--- config.mk ---
export PLATFORM = sky130hd
export DESIGN_NAME = lsu_mem
export DESIGN_NICKNAME = d
export VERILOG_FILES = /design/src/rtl/lsu_mem.sv
export SDC_FILE = /design/constraint.sdc
export NUM_CORES = 1
export LEC_CHECK = 0
export BUFFER_PORTS_ARGS = -buffer_cell sky130_fd_sc_hd__clkbuf_2
export CAP_MARGIN = 15
export CORE_UTILIZATION = 46
export DETAILED_ROUTE_END_ITERATION = 8
export HOLD_SLACK_MARGIN = 0.1
export PLACE_DENSITY = 0.72
export SLEW_MARGIN = 10
export SYNTH_ARGS = -nofsm -noshare
export SYNTH_HDL_FRONTEND = slang
export SYNTH_SLANG_ARGS = --single-unit
--- constraint.sdc ---
create_clock -name clk -period 2.07 [get_ports clk]
set_input_delay 0.1035 -clock clk [delete_from_list [all_inputs] [get_ports clk]]
set_output_delay 0.1035 -clock clk [all_outputs]
set_load 0.02 [all_outputs]
--- src/rtl/lsu_mem.sv ---
// Load/store unit: sequences single-port word-RAM reads, writes and sub-word read-modify-writes.
// Build option LSU_MISALIGN_TRAP_EN: misaligned half/word accesses complete with err_o instead of being force-aligned.
module lsu_mem #(
  parameter int unsigned XLEN    = 32,
  parameter int unsigned RAM_LAT = 1
) (
  input  logic            clk,
  input  logic            reset,
  input  logic            start_i,
  input  logic            is_store_i,
  input  logic [2:0]      funct3_i,
  input  logic [XLEN-1:0] addr_i,
  input  logic [XLEN-1:0] store_data_i,
  output logic            we_o,
  output logic [XLEN-1:0] addr_o,
  output logic [XLEN-1:0] data_o,
  input  logic [XLEN-1:0] data_i,
  output logic            busy_o,
  output logic            done_o,
  output logic [XLEN-1:0] wd_o,
  output logic            wd_q_o,
  output logic            err_o
);

  typedef enum logic [2:0] {
    S_IDLE,
    S_READ,
    S_WAIT,
    S_CAPTURE,
    S_WRITE,
    S_DONE,
    S_ERR
  } state_t;

  localparam logic [1:0] LAT_M1 = 2'(RAM_LAT - 1);

  state_t            state_q, state_d;
  logic              is_store_q, is_store_d;
  logic [2:0]        f3_q, f3_d;
  logic [XLEN-1:0]   addr_q, addr_d;
  logic [XLEN-1:0]   data_q, data_d;
  logic [XLEN-1:0]   rdata_q, rdata_d;
  logic [XLEN-1:0]   wdata_q, wdata_d;
  logic [1:0]        cnt_q, cnt_d;

  logic              legal;
  logic              go_err;
  logic [XLEN-1:0]   addr_al;
  logic [4:0]        shamt;
  logic [XLEN-1:0]   rsh;
  logic [XLEN-1:0]   ld_val;
  logic [XLEN-1:0]   mask;
  logic [XLEN-1:0]   merged;

  // Request decode, evaluated against the live inputs while idle.
  always_comb begin
    if (is_store_i) begin
      legal = (funct3_i[2] == 1'b0) && (funct3_i[1:0] != 2'b11);
    end else begin
      case (funct3_i)
        3'b000, 3'b001, 3'b010, 3'b100, 3'b101: legal = 1'b1;
        default:                                legal = 1'b0;
      endcase
    end

    addr_al = addr_i;
    if (funct3_i[1:0] == 2'b01) addr_al[0]   = 1'b0;
    if (funct3_i[1:0] == 2'b10) addr_al[1:0] = 2'b00;

`ifdef LSU_MISALIGN_TRAP_EN
    go_err = !legal
           || ((funct3_i[1:0] == 2'b01) && addr_i[0])
           || ((funct3_i[1:0] == 2'b10) && (addr_i[1:0] != 2'b00));
`else
    go_err = !legal;
`endif
  end

  // Lane extraction for loads and lane merge for sub-word stores.
  always_comb begin
    shamt = {addr_q[1:0], 3'b000};
    rsh   = rdata_q >> shamt;

    case (f3_q)
      3'b000:  ld_val = {{(XLEN-8){rsh[7]}}, rsh[7:0]};
      3'b001:  ld_val = {{(XLEN-16){rsh[15]}}, rsh[15:0]};
      3'b100:  ld_val = {{(XLEN-8){1'b0}}, rsh[7:0]};
      3'b101:  ld_val = {{(XLEN-16){1'b0}}, rsh[15:0]};
      default: ld_val = rdata_q;
    endcase

    if (f3_q[0]) mask = XLEN'(16'hFFFF) << shamt;
    else         mask = XLEN'(8'hFF) << shamt;
    merged = (rdata_q & ~mask) | ((data_q << shamt) & mask);
  end

  always_comb begin
    state_d    = state_q;
    is_store_d = is_store_q;
    f3_d       = f3_q;
    addr_d     = addr_q;
    data_d     = data_q;
    rdata_d    = rdata_q;
    wdata_d    = wdata_q;
    cnt_d      = cnt_q;
    we_o       = 1'b0;
    busy_o     = 1'b1;
    done_o     = 1'b0;
    wd_q_o     = 1'b0;
    err_o      = 1'b0;

    case (state_q)
      S_IDLE: begin
        busy_o = 1'b0;
        if (start_i) begin
          is_store_d = is_store_i;
          f3_d       = funct3_i;
          if (go_err) begin
            state_d = S_ERR;
          end else begin
            addr_d = addr_al;
            if (is_store_i) data_d = store_data_i;
            if (is_store_i && (funct3_i[1:0] == 2'b10)) state_d = S_WRITE;
            else                                        state_d = S_READ;
          end
        end
      end
      S_READ: begin
        cnt_d   = LAT_M1;
        state_d = S_WAIT;
      end
      S_WAIT: begin
        if (cnt_q == 2'd0) begin
          rdata_d = data_i;
          state_d = S_CAPTURE;
        end else begin
          cnt_d = cnt_q - 2'd1;
        end
      end
      S_CAPTURE: begin
        if (is_store_q) begin
          data_d  = merged;
          state_d = S_WRITE;
        end else begin
          wdata_d = ld_val;
          state_d = S_DONE;
        end
      end
      S_WRITE: begin
        we_o    = 1'b1;
        state_d = S_DONE;
      end
      S_DONE: begin
        done_o  = 1'b1;
        wd_q_o  = !is_store_q;
        state_d = S_IDLE;
      end
      S_ERR: begin
        done_o  = 1'b1;
        err_o   = 1'b1;
        state_d = S_IDLE;
      end
      default: state_d = S_IDLE;
    endcase
  end

  always_ff @(posedge clk or negedge reset) begin
    if (!reset) begin
      state_q <= S_IDLE;
    end else begin
      state_q <= state_d;
    end
  end

  always_ff @(posedge clk or negedge reset) begin
    if (!reset) begin
      is_store_q <= 1'b0;
      f3_q       <= '0;
      addr_q     <= '0;
      data_q     <= '0;
      rdata_q    <= '0;
      wdata_q    <= '0;
      cnt_q      <= '0;
    end else begin
      is_store_q <= is_store_d;
      f3_q       <= f3_d;
      addr_q     <= addr_d;
      data_q     <= data_d;
      rdata_q    <= rdata_d;
      wdata_q    <= wdata_d;
      cnt_q      <= cnt_d;
    end
  end

  assign addr_o = {addr_q[XLEN-1:2], 2'b00};
  assign data_o = data_q;
  assign wd_o   = wdata_q;

endmodule

==> results of run 1 <==
layer usage:
layer / share of wire (%) / track usage (%) / up-vias
met1: 44 / 37.8 / 3175
met3: 6.3 / 5.57 / 51
met4: 3.1 / 11.2 / 0
met2: 47 / 42.4 / 286
met5: 0 / 0 / -
li1: - / - / 3001
cells in the final DEF, fill, tap and decap left out, types with 8 or more instances in the layout:
cell type | netlist | layout
mux2i_1 | 17 | 17
mux2_4 | 26 | 26
nand3_1 | 32 | 32
a21oi_1 | 14 | 14
nor3b_1 | 15 | 15
mux2_2 | 44 | 44
buf_4 | 38 | 22
dlygate4sd3_1 | 0 | 96
nor2_1 | 32 | 32
nor3_1 | 11 | 11
clkbuf_16 | 0 | 17
dfrtp_1 | 137 | 136
nand2_1 | 47 | 47
a31oi_1 | 14 | 14
inv_1 | 17 | 17
o21ai_0 | 43 | 43
a211oi_1 | 24 | 24
clkbuf_2 | 1 | 200
o22ai_1 | 18 | 18
a2bb2oi_1 | 30 | 30
o31ai_1 | 8 | 8
nand3b_1 | 8 | 8
nor2b_1 | 10 | 10
report_power, final:
group / internal, mW / total (mW) / switching (mW)
Clock: 2.16 / 3.33 / 1.17
Combinational: 3.59 / 8.14 / 4.55
Sequential: 3.98 / 5.44 / 1.46
Total: 9.73 / 16.9 / 7.18
worst paths after layout:
| check | start | end | slack, ps | depth (start not counted) |
|---|---|---|---|---|
| min in group clk | store_data_i[17] | register | 140 | 4 |
| min | reset | addr_q[8]$_DFFE_PN0P_ | 100 | 2 |
| max in group asynchronous | reset | data_o[0]$_DFFE_PN0P_ | 1350 | 3 |
| min reg2reg | wd_o[28]$_DFFE_PN0P_ | wd_o[28]$_DFFE_PN0P_ | 490 | 2 |
| max reg2reg | state_q[1]$_DFFE_PN0P_ | rdata_q[26]$_DFFE_PN0P_ | 210 | 5 |
| max | funct3_i[0] | data_o[5]$_DFFE_PN0P_ | 200 | 6 |
worst register-to-register path, stage by stage, from the launching register on:
cell and delay (ps):
dfrtp_1 470, buf_4 220, nand2b_1 150, nor3b_4 260
buf_12 250, mux2_2 390
per-stage QoR:
stage	setup slack, ps	hold WS, ps
2_1_floorplan	392	-192
3_3_place_gp	277	-29.2
3_5_place_dp	224	-24.3
4_1_cts	106	100
5_1_grt	79.1	132
6_report	196	103
what timing repair did:
| item | CTS | global route |
|---|---|---|
| endpoints found under the setup margin | 0 | 1 |
| resized for setup | 0 | 1 |
| hold buffers | 96 | 0 |
| endpoints found under the hold margin | 233 | 0 |
cell type report:
type / count / area (um2) / area share [%]
sequential: 137 / 3430 / 34.1
multi-input combinational: 448 / 3370 / 33.5
timing repair buffer: 327 / 2290 / 22.7
clock buffer: 19 / 443 / 4.40
tap: 216 / 270 / 2.69
clock inverter: 13 / 200 / 1.99
inverter: 17 / 63.8 / 0.634
logic make-up after synthesis:
family / count (synthesis)
AOI/OAI and AO/OA: 183
xor gates and xnor gates: 2
adders and majority gates: 1
buffers and inverters: 107
DFF: 137
muxes: 89
other: 1
and+or+nand+nor: 171
==> results.py, run 1 <==
metrics = {
    "status": {
        "status": "finished, final reports clean",
    },
    "yosys": {
        "synthMostInstantiatedCell": "dfrtp_1",
        "synth_top_family_by_area": "compound AO/OA/AOI/OAI gates",
        "synthMuxAreaShare_pct": 14.7,
        "yosys.area.top_type": "dfrtp_1",
        "syn-instance-count": 691,
        "yosys_warnings": 0,
        "ys_ff_latch": 137,
        "async_flop_share_pct": 100,
        "avgSynthCellArea_um2": 10.7,
        "yosys.area_share.adder_pct": 0.169,
        "synth_area_um2": 7410,
        "yosys.area_share.simple_pct": 12.4,
        "ys_dominant_reg_cell": "dfrtp_1",
        "ys_seq_area_share_pct": 46.2,
        "synth_common_cells": "dfrtp_1, nand2_1, mux2_2",
        "synth_xor_area_share_pct": 0.236,
        "synth_area_leaders": "dfrtp_1, mux2_2, mux2_4",
        "synth_top_cell_area_share_pct": 46.2,
        "synth_edf_count": 0,
        "synth_cell_types": 60,
        "synth_compound_area_share_pct": 17.7,
    },
    "sta": {
        "rsz0062_at_grt": "false",
        "slew-limit-headroom_pct": 51.0,
        "tns_ps": 0,
        "max_freq_mhz": 533,
        "finalCriticalPeriod_ps": 1870,
        "finalHoldViolCount": 0,
        "setup_viol": 0,
        "tightestPinTransition_ps": 733,
        "finClkSkew_ps": 9.08,
        "period_share_pct": 90.6,
        "final_max_slew_viol_count": 0,
    },
    "final_layout": {
        "nFillCells": 1237,
        "fin_cells": 1177,
        "drive_gt1_share_pct": 37.1,
        "final_area_um2": 10100,
        "nets": 1052,
        "final_util_pct": 63.6,
        "n_antenna_cell": 0,
        "area_delta_synth_final_pct": 35.7,
    },
    "floorplanning": {
        "coreArea_um2": 15800,
        "die_w_um": 129,
        "dieArea_um2": 16600,
        "start_util_pct": 46.8,
        "io-pin-count": 204,
        "die_height_um": 129,
        "placementRows": 46,
    },
    "setup_path": {
        "cp.required_ps": 2410,
        "cp-end-kind": "register",
        "path_class": "in -> reg",
        "path_buf_inv": 2,
        "max_stage_delay_ps": 650,
        "crit_chain": "dlygate4sd3_1, clkbuf_2, a21oi_2, o32ai_4, a211oi_2, a2bb2oi_1",
        "critical_path_arrival_ps": 2210,
        "start_kind": "primary input",
        "slowest_stage": "a211oi_2",
        "cp_top_family": "compound AO/OA/AOI/OAI gates",
        "cp_max_fo": 8,
    },
    "power_and_ir_drop": {
        "power_mw": 16.9,
        "ir_drop_mv": 0.837,
        "power.leakage_nw": 4.65,
        "pwr_density_cell_nw_per_um2": 1680,
    },
    "clock_network": {
        "tritoncts": "built",
        "numCtsBuffers": 17,
        "insertion_delay_ps": 420,
        "clockBufferDepth": 2,
        "clk_pin_slew_worst_paths_ps": 60,
        "cts-root-buf": "clkbuf_16",
        "cts_sinks": 137,
        "htree_levels": 4,
        "cts_setup_buffers": 0,
    },
    "place": {
        "place_area_um2": 8460,
        "dp.cells": 1049,
        "gp_congestion": 0.833,
        "dpl.hpwl_mm": 14.8,
        "portBuffers": 201,
    },
    "global_route": {
        "grt_pass1_wl_mm": 34.1,
        "overflow": 0,
        "grt_max_degree": 62,
        "antenna_found_initial": 0,
        "first_global_vias": 6073,
        "track_usage_pct": 27.5,
    },
    "drt": {
        "drc": 0,
        "firstDrtPassIters": 5,
        "drtAntennaViolNets": 0,
        "via_count": 6513,
        "avgRoutedWirePerCell_um": 19.3,
        "vias_per_cell": 5.53,
        "totalWireLength_mm": 22.7,
        "drt-initial-drc-count": 523,
    },
    "run": {
        "maxCapViolCount": 0,
    },
    "worst_hold_path": {
        "hp-class": "in -> async",
    },
}
No activity file was read; power rests on OpenSTA's default activity.
==> inputs of run 2 (changes only) <==
- CORE_MARGIN: not set -> 4
- CORE_UTILIZATION: 46 -> 35
- PLACE_DENSITY: 0.72 -> 0.57
==> results.py, run 2 (synthesized netlist as in run 1, its figures left out) <==
metrics = {
    "clock_network": {
        "insertion_delay_ps": 420,
        "cts_setup_buffers": 0,
        "clk_pin_slew_worst_paths_ps": 60,
        "cts_sinks": 137,
        "tritoncts": "built",
        "cts-root-buf": "clkbuf_16",
        "clockBufferDepth": 2,
        "htree_levels": 4,
        "numCtsBuffers": 17,
    },
    "floorplanning": {
        "coreArea_um2": 20600,
        "placementRows": 52,
        "die_height_um": 154,
        "die_w_um": 154,
        "start_util_pct": 36.1,
        "dieArea_um2": 23600,
        "io-pin-count": 204,
    },
    "setup_path": {
        "cp-end-kind": "output pin",
        "r2r_start": "state_q[1]$_DFFE_PN0P_",
        "cp_max_fo": 30,
        "r2r_end": "rdata_q[5]$_DFFE_PN0P_",
        "start_kind": "register",
        "rr_worst_depth": 5,
        "regToRegSetupSlack_ps": 200,
        "cp.required_ps": 1970,
        "path_class": "reg -> out",
        "critical_path_arrival_ps": 1790,
    },
    "sta": {
        "finalCriticalPeriod_ps": 1900,
        "finClkSkew_ps": 9.56,
        "period_share_pct": 91.7,
        "final_max_slew_viol_count": 0,
        "rsz0062_at_grt": "false",
        "tightestPinTransition_ps": 566,
        "max_freq_mhz": 527,
        "setup_slack_ps": 172,
        "finalHoldViolCount": 0,
        "slew-limit-headroom_pct": 62.1,
        "tns_ps": 0,
        "setup_viol": 0,
    },
    "power_and_ir_drop": {
        "pwr_density_cell_nw_per_um2": 1670,
        "power.leakage_nw": 4.69,
        "ir_drop_mv": 0.680,
    },
    "drt": {
        "via_count": 6315,
        "drt-initial-drc-count": 453,
        "vias_per_cell": 5.11,
        "avgRoutedWirePerCell_um": 19.3,
        "drtAntennaViolNets": 0,
        "firstDrtPassIters": 5,
        "drc": 0,
        "totalWireLength_mm": 23.9,
    },
    "final_layout": {
        "area_delta_synth_final_pct": 37.4,
        "n_antenna_cell": 0,
        "drive_gt1_share_pct": 37.4,
        "layout_commonest_cell": "clkbuf_2",
        "nets": 1057,
        "layout_common_cells": "clkbuf_2, dfrtp_1, dlygate4sd3_1",
        "fin_cells": 1235,
        "nFillCells": 1936,
    },
    "place": {
        "portBuffers": 201,
        "dp_slack_ps": 236,
        "gp_congestion": 0.808,
        "dpl.hpwl_mm": 17.1,
        "dp.cells": 1107,
    },
    "run": {
        "maxCapViolCount": 0,
    },
    "global_route": {
        "antenna_found_initial": 0,
        "first_global_vias": 6391,
        "grt_pass1_wl_mm": 37.3,
        "grt_max_degree": 49,
        "track_usage_pct": 20.0,
        "overflow": 0,
    },
    "worst_hold_path": {
        "whs_path_depth": 4,
        "hp-class": "in -> reg",
        "hold_start": "store_data_i[16]",
    },
    "status": {
        "status": "finished, final reports clean",
    },
}
==> run 2: final cells by class <==
type / count / area [um2] / area share (%)
Clock inverter: 12 / 221 / 2.17
Inverter: 17 / 63.8 / 0.626
Timing Repair Buffer: 332 / 2320 / 22.7
Clock buffer: 19 / 453 / 4.44
Tap cell: 270 / 338 / 3.31
Multi-Input combinational cell: 448 / 3370 / 33.1
Sequential cell: 137 / 3430 / 33.7
==> run 2: worst max-delay path by stage <==
| stage | from | to | slack (ps) |
|---|---|---|---|
| after floorplan | addr_q[0]$_DFFE_PN0P_ | wd_o[15]$_DFFE_PN0P_ | 390 |
| after global placement | state_q[1]$_DFFE_PN0P_ | register | 270 |
| after detailed placement | state_q[1]$_DFFE_PN0P_ | rdata_q[2]$_DFFE_PN0P_ | 240 |
| after CTS | state_q[2]$_DFFE_PN0P_ | err_o | 110 |
| after global routing | state_q[2]$_DFFE_PN0P_ | wd_o[13]$_DFFE_PN0P_ | 70 |
| final | state_q[2]$_DFFE_PN0P_ | err_o | 170 |
==> run 2: critical path, stage by stage (launching register included) <==
cell      delay, ps
dfrtp_1         530
buf_6           280
inv_1           140
nor3_1          200
clkbuf_2        220
==> run 2: timing repair <==
action,4_1_cts,5_1_grt
setup endpoints to repair,0,1
hold buffers,97,0
resized for setup,0,1
endpoints found under the hold margin,212,0
==> run 2: where the power goes <==
part | leakage, nW | switching (mW) | internal, mW
Combinational | 2.72 | 4.54 | 3.59
Sequential | 1.64 | 1.44 | 3.98
Clock | 0.333 | 1.20 | 2.32
==> run 2: stage by stage <==
step	total power, mW	utilization, %	hold slack, ps	area, um2
after global placement	13.3	41.5	84.7	8540
after floorplan	11.0	-	-192	7420
final	17.1	49.6	157	10200
after CTS	17.1	49.5	138	10200
after global routing	18.1	49.6	186	10200
after detailed placement	13.4	41.5	86.2	8540
==> run 2: routing by layer <==
| layer | GRT usage, % | vias up | wire [um] |
|---|---|---|---|
| met5 | 0 | - | 0 |
| li1 | - | 3021 | - |
| met1 | 28.7 | 3057 | 11100 |
| met4 | 6.31 | 0 | 437 |
| met2 | 31.0 | 210 | 11100 |
| met3 | 3.54 | 27 | 1320 |
